File: src/rtl/uart_rx_param.sv
// Parameterised UART receiver: 2-flop input synchroniser, mid-bit sampling FSM,
// optional parity, 1 or 2 stop bits, and a one-word holding register with overrun pulse.
module uart_rx_param #(
  parameter int CLKS_PER_BIT = 434,
  parameter int DATA_BITS    = 8,
  parameter int PARITY_MODE  = 1,
  parameter int STOP_BITS    = 1
) (
  input  logic                 clock,
  input  logic                 reset_n,
  input  logic                 rx_in,
  output logic [DATA_BITS-1:0] data_out,
  output logic                 data_valid,
  input  logic                 data_ready,
  output logic                 parity_err,
  output logic                 frame_err,
  output logic                 overrun_err
);

  localparam logic [15:0] HALF_CNT  = 16'(CLKS_PER_BIT / 2 - 1);
  localparam logic [15:0] FULL_CNT  = 16'(CLKS_PER_BIT - 1);
  localparam logic [3:0]  LAST_BIT  = 4'(DATA_BITS - 1);
  localparam logic        LAST_STOP = 1'(STOP_BITS - 1);

  typedef enum logic [2:0] {
    ST_IDLE   = 3'd0,
    ST_START  = 3'd1,
    ST_DATA   = 3'd2,
    ST_PARITY = 3'd3,
    ST_STOP   = 3'd4
  } state_t;

  state_t               state_r;
  logic                 rx_meta_r;
  logic                 rx_sync_r;
  logic                 rx_prev_r;
  logic [15:0]          cnt_r;
  logic [3:0]           bit_idx_r;
  logic                 stop_idx_r;
  logic [DATA_BITS-1:0] shift_r;
  logic                 parity_bad_r;
  logic                 frame_bad_r;
  logic [DATA_BITS-1:0] data_out_r;
  logic                 data_valid_r;
  logic                 parity_err_r;
  logic                 frame_err_r;
  logic                 overrun_err_r;

  // Parity bit the transmitter should have sent for the given word.
  function automatic logic parity_exp(input logic [DATA_BITS-1:0] d);
    if (PARITY_MODE == 2) begin
      return ~(^d);
    end else begin
      return ^d;
    end
  endfunction

  // Synchroniser plus one extra stage for falling-edge detection; resets to line idle.
  always_ff @(posedge clock) begin
    if (!reset_n) begin
      rx_meta_r <= 1'b1;
      rx_sync_r <= 1'b1;
      rx_prev_r <= 1'b1;
    end else begin
      rx_meta_r <= rx_in;
      rx_sync_r <= rx_meta_r;
      rx_prev_r <= rx_sync_r;
    end
  end

  // Receive FSM and output holding register.
  always_ff @(posedge clock) begin
    if (!reset_n) begin
      state_r       <= ST_IDLE;
      cnt_r         <= 16'd0;
      bit_idx_r     <= 4'd0;
      stop_idx_r    <= 1'b0;
      shift_r       <= '0;
      parity_bad_r  <= 1'b0;
      frame_bad_r   <= 1'b0;
      data_out_r    <= '0;
      data_valid_r  <= 1'b0;
      parity_err_r  <= 1'b0;
      frame_err_r   <= 1'b0;
      overrun_err_r <= 1'b0;
    end else begin
      overrun_err_r <= 1'b0;
      if (data_valid_r && data_ready) begin
        data_valid_r <= 1'b0;
      end else begin
        data_valid_r <= data_valid_r;
      end
      case (state_r)
        ST_IDLE: begin
          // Only a genuine high-to-low transition starts a frame, so a held break is ignored.
          if (rx_prev_r && !rx_sync_r) begin
            state_r      <= ST_START;
            cnt_r        <= HALF_CNT;
            bit_idx_r    <= 4'd0;
            stop_idx_r   <= 1'b0;
            parity_bad_r <= 1'b0;
            frame_bad_r  <= 1'b0;
          end else begin
            state_r <= ST_IDLE;
          end
        end
        ST_START: begin
          if (cnt_r != 16'd0) begin
            cnt_r <= cnt_r - 16'd1;
          end else if (rx_sync_r) begin
            state_r <= ST_IDLE;
          end else begin
            state_r <= ST_DATA;
            cnt_r   <= FULL_CNT;
          end
        end
        ST_DATA: begin
          if (cnt_r != 16'd0) begin
            cnt_r <= cnt_r - 16'd1;
          end else begin
            shift_r <= {rx_sync_r, shift_r[DATA_BITS-1:1]};
            cnt_r   <= FULL_CNT;
            if (bit_idx_r == LAST_BIT) begin
              bit_idx_r <= 4'd0;
              state_r   <= (PARITY_MODE == 0) ? ST_STOP : ST_PARITY;
            end else begin
              bit_idx_r <= bit_idx_r + 4'd1;
            end
          end
        end
        ST_PARITY: begin
          if (cnt_r != 16'd0) begin
            cnt_r <= cnt_r - 16'd1;
          end else begin
            parity_bad_r <= rx_sync_r ^ parity_exp(shift_r);
            cnt_r        <= FULL_CNT;
            state_r      <= ST_STOP;
          end
        end
        ST_STOP: begin
          if (cnt_r != 16'd0) begin
            cnt_r <= cnt_r - 16'd1;
          end else if (stop_idx_r != LAST_STOP) begin
            frame_bad_r <= frame_bad_r | ~rx_sync_r;
            stop_idx_r  <= stop_idx_r + 1'b1;
            cnt_r       <= FULL_CNT;
          end else begin
            state_r <= ST_IDLE;
            // A completing frame may replace the held word only if that word leaves this cycle.
            if (!data_valid_r || data_ready) begin
              data_out_r   <= shift_r;
              parity_err_r <= parity_bad_r;
              frame_err_r  <= frame_bad_r | ~rx_sync_r;
              data_valid_r <= 1'b1;
            end else begin
              overrun_err_r <= 1'b1;
            end
          end
        end
        default: begin
          state_r <= ST_IDLE;
        end
      endcase
    end
  end

  assign data_out    = data_out_r;
  assign data_valid  = data_valid_r;
  assign parity_err  = parity_err_r;
  assign frame_err   = frame_err_r;
  assign overrun_err = overrun_err_r;

endmodule

File: config.mk
export PLATFORM = sky130hd
export DESIGN_NAME = uart_rx_param
export DESIGN_NICKNAME = d
export VERILOG_FILES = /design/src/rtl/uart_rx_param.sv
export SDC_FILE = /design/constraint.sdc
export NUM_CORES = 1
export LEC_CHECK = 0
export BUFFER_PORTS_ARGS = -buffer_cell sky130_fd_sc_hd__buf_2
export CAP_MARGIN = 0
export CORE_MARGIN = 3
export CORE_UTILIZATION = 35
export CTS_CLUSTER_DIAMETER = 50
export DETAILED_ROUTE_END_ITERATION = 12
export PLACE_DENSITY = 0.6
export REMOVE_ABC_BUFFERS = 1
export SLEW_MARGIN = 20
export SYNTH_ARGS = -nofsm -noshare
export SYNTH_HDL_FRONTEND = slang
export SYNTH_SLANG_ARGS = --single-unit
File: constraint.sdc
create_clock -name clock -period 5.38 [get_ports clock]
set_input_delay 0.538 -clock clock [delete_from_list [all_inputs] [get_ports clock]]
set_output_delay 0.538 -clock clock [all_outputs]
set_load 0.005 [all_outputs]
# Yosys cells after proc, flatten, opt, wreduce, memory -nomap -nowiden
# Index checks and enable logic that the tools add are counted.
classes:
  add_sub_neg: 3
  eq_ne: 15
  mux: 38
  bitwise: 7
  n_reduce_logical: 22
ops:
  columns: ["cell", "count"]
  rows:
  - ["$mux W16", 6]
  - ["$pmux W16 S4", 1]
  - ["$mux W3", 6]
  - ["$mux W1", 16]
  - ["$ne A2 B2 Y1 const B", 8]
  - ["$reduce_bool A16 Y1", 1]
  - ["$sub A16 B1 Y16 const B", 1]
  - ["$pmux W3 S5", 1]
  - ["$mux W4", 3]
  - ["$reduce_and A4 Y1", 3]
  - ["$reduce_and A3 Y1", 3]
  - ["$pmux W4 S2", 1]
  - ["$reduce_xor A8 Y1", 1]
  - ["$eq A3 B2 Y1 const B", 2]
  - ["$ne A3 B3 Y1 const B", 2]
  - ["$pmux W1 S2", 3]
  - ["$reduce_and A6 Y1", 1]
  - ["$reduce_bool A2 Y1", 3]
  - ["$not A1 Y1", 5]
  - ["$add A4 B1 Y4 const B", 1]
  - ["$eq A4 B3 Y1 const B", 1]
  - ["$reduce_bool A4 Y1", 1]
  - ["$reduce_or A4 Y1", 1]
  - ["$eq A3 B1 Y1 const B", 1]
  - ["other kinds (11)", 13]
totals:
  reg_bits: 49
  input_bits: 4
  wordCells: 100

# Longest topological paths before layout
# Gate-level depths: netlist of run 1.
logic_depth:
  depth_word: 7
  mapped_depth: 8

# Least setup slack after synthesis of run 1
# OpenSTA, ideal clock, no wires.
synth_timing:
  path_kind: "register to register"
  startpoint: "reg cnt_r[0]"
  endpoint: "reg data_out_r[0], in the netlist data_out[0]"
  setup_time_ns: 0.128
  arrival_ns: 1.715
  required_ns: 5.252
  slack_ns: 3.537
  stages_incl_launch_ff: 9
  path_buffers: 1
  cell_sequence: "dfxtp_1 -> inv_1 -> ha_1 -> nor4b_4 -> nand4_2 -> nor3_2 -> buf_4 -> mux2i_1 -> nor2_1"
synth_between:
  elab_chain_len: 3
synth_lines:
  columns: ["element", "line", "rtl"]
  rows:
  - ["from (decl)", "37", "logic [15:0] cnt_r;"]
  - ["from (signal assigned)", "109", "cnt_r <= cnt_r - 16'd1;"]
  - ["from (signal assigned)", "119", "cnt_r <= cnt_r - 16'd1;"]
  - ["from (signal assigned)", "133", "cnt_r <= cnt_r - 16'd1;"]
  - ["$reduce_bool A16 Y1", "141", "if (cnt_r != 16'd0) begin"]
  - ["$not A1 Y1 (no source line)", null, null]
  - ["$reduce_and A4 Y1 (no source line)", null, null]
  - ["to (signal assigned)", "151", "data_out_r <= shift_r;"]
  - ["to (decl)", "43", "logic [DATA_BITS-1:0] data_out_r;"]
# No other way between the ends.
# A chain may end at the register's enable or synchronous reset.

# Worst setup path in the final report of run 1
layout_timing:
  startpoint: "reg cnt_r[0]"
  endpoint: "reg data_out_r[7], in the netlist data_out[7]"
# Same word-level chain as after synthesis.

==> results of run 1 <==
==> cell usage after synthesis (3+ instances only) <==
cell and number:
dfxtp_1 48, nand2_1 34, nor2_1 27, a21oi_1 26, mux2i_1 9, inv_1 8, o21ai_0 8, nand3_1 7
nor3_1 7, a31oi_1 6, clkbuf_1 6, nand2b_1 6, a211oi_1 5, nor4_1 5, xnor2_1 4, buf_2 3
nand4_1 3, nor2b_1 3, o22ai_1 3, or3_1 3
==> critical path, stage by stage (launching register included) <==
cell and delay (ps):
dfxtp_1 350, inv_1 60, ha_1 170, nor4b_4 350
nand4_2 270, nor3_2 890, mux2i_1 270, nor2_1 50
==> cell families after synthesis <==
kind of cell | Yosys count
flip-flops | 48
multiplexers | 10
buffers and inverters | 20
AND/OR/NAND/NOR | 119
XOR/XNOR | 7
AO/OA/AOI/OAI | 63
adder cells (fa/ha/maj) | 2
==> metal layers <==
metal  up-vias  wire length [um]  track usage [%]  share of wire [%]
met5         -                 0                0                  0
met4         0                30             3.77               0.60
met3         4               211             2.84                4.2
met2        37              2360             23.2                 47
met1       908              2430             18.9                 48
li1        990                 -                -                  -
==> area by class of cell <==
| type | instances | area [um^2] | share of cell area (%) |
|---|---|---|---|
| flip-flops and latches | 48 | 961 | 37.7 |
| multi-input cells | 201 | 1260 | 49.6 |
| clock inverters | 3 | 46.3 | 1.82 |
| repair buffers | 16 | 82.6 | 3.24 |
| inverters | 8 | 30.0 | 1.18 |
| well taps | 77 | 96.3 | 3.78 |
| clock buffers | 5 | 68.8 | 2.70 |
==> registers in the layout, summed over array words and instances, names as in the netlist <==
register / count
bit_idx_r: 4
cnt_r: 16
data_out: 8
data_valid: 1
frame_bad_r: 1
frame_err: 1
overrun_err: 1
parity_bad_r: 1
parity_err: 1
rx_meta_r: 1
rx_prev_r: 1
rx_sync_r: 1
shift_r: 8
state_r: 3
==> worst paths after layout <==
kind | startpoint | to | slack (ps) | cells after the start
worst max-delay path | cnt_r[0] | data_out[7] | 2830 | 7
worst min-delay path | rx_meta_r | rx_sync_r | 410 | 1
worst max register to register | cnt_r[0] | data_out[7] | 2830 | 7
worst min register to register | rx_meta_r | rx_sync_r | 410 | 1
==> report_power, final <==
part | switching (uW) | internal (uW) | total [uW] | leakage [uW]
logic | 133 | 74.8 | 208 | 0.000477
clock network | 127 | 140 | 267 | 0.0000548
registers | 20.2 | 368 | 388 | 0.000388
total | 280 | 583 | 863 | 0.000920
==> per-stage QoR <==
stage               power, uW  area [um^2]  setup WS, ps
global placement          600         2430          2890
CTS                       873         2550          2790
detailed placement        601         2430          2810
finish                    863         2550          2830
global route              912         2550          2600
floorplan                 550         2250          3190
==> results.ini, run 1 <==
[outcome]
status=completed

[global_route]
grt_max_degree=39
antenna_found_initial=0
grt_overflow_total=0
grt_use_total_pct=14.2
grt_pass1_wl_mm=8.62
grt_pass1_vias=1779

[detailed_routing]
wire_per_inst_um=14.0
drt-total-wl_mm=5.03
drc=0
firstDrtPassIters=4
drt_iter0_drc=122
ant_nets=0
vias=1939
vias_per_cell=5.42

[logic_synthesis]
yosys.area.top_type=dfxtp_1
synth_top_area_share_pct=41.5
synth_edf_count=0
syn_inst=269
syn_area_per_cell_um2=8.60
synth-simple-area-share_pct=28.3
synthMuxAreaShare_pct=4.38
synth-xor-area-share_pct=3.24
synth_compound_area_share_pct=17.6
synth_top_family_by_area=simple AND/OR/NAND/NOR gates
yosysWarnings=0
synth_seq_area_share_pct=41.5
synth_adder_area_share_pct=1.08
synthTopCellsByArea=dfxtp_1 (42%), a21oi_1 (5.6%), nand2_1 (5.5%)
synth_area_um2=2310
ys.flop_type=dfxtp_1
synthArstFlopShare_pct=0
synth_seq_cells=48
synth_cell_types=57

[sta]
setup_viol=0
fin_tns_setup_ps=0
drv_slew=0
maxSlewHeadroom_pct=30.2
worst_pin_slew_ps=1040
fin_crit_sh_pct=47.4
fin_hold_ws_ps=414
finalHoldViolations=0
finClkSkew_ps=6.56
fin_crit_ps=2550
fmax_mhz=392
rsz0062_at_grt=no

[clock_network]
cts_root_buf=clkbuf_8
clk_pin_slew_worst_paths_ps=90
cts_resized=0
cts-hold-fix-buffers=0
insertion_delay_ps=300
numCtsBuffers=5
htree_levels=2
cts_tree=done
cts_setup_buffers=0
cts_num_sinks=48
clockBufferDepth=2

[place]
dp_hpwl_mm=3.41
dp.cells=350
portBuffers=15
routabilityCongestion=0.829

[setup_path]
end_kind=register
critPathArrivalTime_ps=2730
crit_fanout=11
critPathLaunchType=register
worstPathRequired_ps=5560
worst-setup-path-type=register to register

[cells_and_area]
diodes=0
instances_no_fill=358
layout_common_cells=dfxtp_1 (48), nand2_1 (34), nor2_1 (27), a21oi_1 (26), buf_2 (15)
utilization_pct=39.9
area.growth.synth_to_final_pct=10.1
drive_above_1_share_pct=14.9
nets=286
fill_cells=657
final_common_cell=dfxtp_1

[hold_path]
hold_class=register to register

[floorplanning]
dieWidth_um=87.3
die_h_um=87.3
io_pins=16
die_area_um2=7630
rows=29
coreArea_um2=6390
start_util_pct=36.2

[power]
cellPowerDensity_nw_per_um2=339
irDropWorstVdd_mv=0.187
p_leak_uw=0.000920

[run]
maxCapViolCount=0

Power figures use the tool's default switching activity.
==> run 2, diff against run 1 <==
- PLACE_DENSITY: 0.6 -> 0.62
- clock period: 5.38 -> 2.2 ns (I/O delays scaled with it)
==> results.ini, run 2 (synthesis results as in run 1) <==
[clock_network]
cts_tree=done
insertion_delay_ps=310  ; about the same
htree_levels=2  ; unchanged
cts-hold-fix-buffers=0  ; unchanged
clk_pin_slew_worst_paths_ps=80  ; about the same
cts_num_sinks=48  ; unchanged
cts_setup_buffers=0  ; unchanged
clockBufferDepth=2  ; unchanged
numCtsBuffers=5  ; unchanged
cts_root_buf=clkbuf_8

[floorplanning]
start_util_pct=36.2  ; unchanged
die_h_um=87.3  ; unchanged
dieWidth_um=87.3  ; unchanged
io_pins=16  ; unchanged
die_area_um2=7630  ; unchanged
rows=29  ; unchanged
coreArea_um2=6390  ; unchanged

[detailed_routing]
ant_nets=0  ; unchanged
vias=1965  ; +1.3%
firstDrtPassIters=4  ; unchanged
drc=0  ; unchanged
wire_per_inst_um=13.9  ; -1.3%
drt-total-wl_mm=5.08  ; +0.95%
vias_per_cell=5.37  ; -0.87%
drt_iter0_drc=116  ; -4.9%

[setup_path]
critPathLaunchType=register
end_kind=register
r2r_setup_slack_ps=100  ; -2730 ps
crit_top_cell=nor4_1
path_buf_inv=0  ; -1
cp_slowest_stage_delay_ps=600  ; -290 ps
crit_fanout=7  ; -4
worstPathRequired_ps=2460  ; -3100 ps
cpLargestDelayFamily=simple AND/OR/NAND/NOR gates
critical-path-slowest-cell=nor4_1
critPathArrivalTime_ps=2360  ; -370 ps
worst-setup-path-type=register to register
worstPathCellList=nor4_1 -> and4_2 -> a21boi_1 -> nor4_1 -> o221a_2

[cells_and_area]
nets=295  ; +3.1%
largest_register_ff_count=16  ; unchanged
area.growth.synth_to_final_pct=15.7
final_common_cell=dfxtp_1
regMostFlops=cnt_r
drive_above_1_share_pct=17.6  ; +2.7 points
multi_input_comb_area_um2=1290  ; +1.8%
layout_common_cells=dfxtp_1 (48), nand2_1 (34), a21oi_1 (26), nor2_1 (26), buf_2 (15)
utilization_pct=41.9  ; +2.0 points
fill_cells=648  ; -1.4%
diodes=0  ; unchanged
seqCellArea_um2=961  ; unchanged

[global_route]
grt_use_total_pct=14.3  ; +0.15 points
grt_pass1_vias=1859  ; +4.5%
grt_max_degree=20  ; -49%
grt_pass1_wl_mm=8.63  ; +0.15%
antenna_found_initial=0  ; unchanged
grt_overflow_total=0  ; unchanged

[power]
power_frac_comb_pct=25.9  ; +1.8 points
intPower_uw=1580  ; +170%
cellPowerDensity_nw_per_um2=848  ; +150%
clockPowerShare_pct=32.5  ; +1.6 points
p_seq_share_pct=41.6  ; -3.4 points
sw_frac_of_total_pct=30.6  ; -1.8 points
power.total_uw=2270  ; +160%
irDropWorstVdd_mv=0.428  ; +130%
switching_power_uw=696  ; +150%
p_leak_uw=0.000984  ; +6.9%

[sta]
finClkSkew_ps=6.45  ; -0.113 ps
rsz0062_at_grt=yes
fmax_mhz=476  ; +21%
worst_pin_slew_ps=625  ; -416 ps
drv_slew=0  ; unchanged
fin_crit_sh_pct=95.5  ; +48 points
fin_crit_ps=2100  ; -448 ps
finalHoldViolations=0  ; unchanged
setup_viol=0  ; unchanged
maxSlewHeadroom_pct=57.9  ; +28 points

[place]
routabilityCongestion=0.853  ; +2.9%
dp_hpwl_mm=3.61  ; +6.1%
portBuffers=15  ; unchanged

[run]
maxCapViolCount=0  ; unchanged

[hold_path]
hold_class=input port to register

[outcome]
status=completed

run 2: worst paths after layout:
| kind | start | end | depth (start not counted) |
|---|---|---|---|
| worst max-delay path | cnt_r[7] | bit_idx_r[3] | 5 |
| worst min-delay path | rx_in | rx_meta_r | 2 |
| worst max register to register | cnt_r[7] | bit_idx_r[3] | 5 |
| worst min register to register | rx_meta_r | rx_sync_r | 1 |
run 2: layout make-up:
type / count / area share, %
tap: 77 / 3.60
timing repair buffer: 25 / 6.54
clock buffer: 5 / 2.57
sequential: 48 / 35.9
multi-input combinational: 201 / 48.0
clock inverter: 2 / 2.24
inverter: 8 / 1.12
run 2: power groups by stage:
| stage | clock (uW) | combinational, uW | sequential (uW) |
|---|---|---|---|
| 6_report | 738 | 589 | 945 |
| 5_1_grt | 795 | 661 | 952 |
| 4_1_cts | 766 | 562 | 945 |
| 3_5_place_dp | 0 | 558 | 965 |
| 3_3_place_gp | 0 | 552 | 964 |
| 2_1_floorplan | 0 | 389 | 957 |
run 2: per-stage QoR:
stage	std cells	hold slack [ps]	instance area, um^2	TNS, ps	setup slack (ps)
3_3_place_gp	359	395	2530	0	66.3
2_1_floorplan	257	293	2250	0	6.52
4_1_cts	366	97.8	2660	0	117
3_5_place_dp	359	396	2530	-122	-44.4
5_1_grt	366	119	2680	-140	-47.0
6_report	366	102	2680	0	98.9
run 2: repair_timing:
action                     in CTS  in global routing
hold endpoints to repair        0                  0
gates resized for setup         1                  3
setup endpoints to repair       5                 12
gates cloned                    0                  0
run 2: routing by layer:
metal,up-vias,track usage (%),part of all wire (%)
met4,0,4.46,0.49
li1,1000,-,-
met3,4,2.84,4.0
met5,-,0,0
met2,25,23.2,46
met1,936,19.1,49
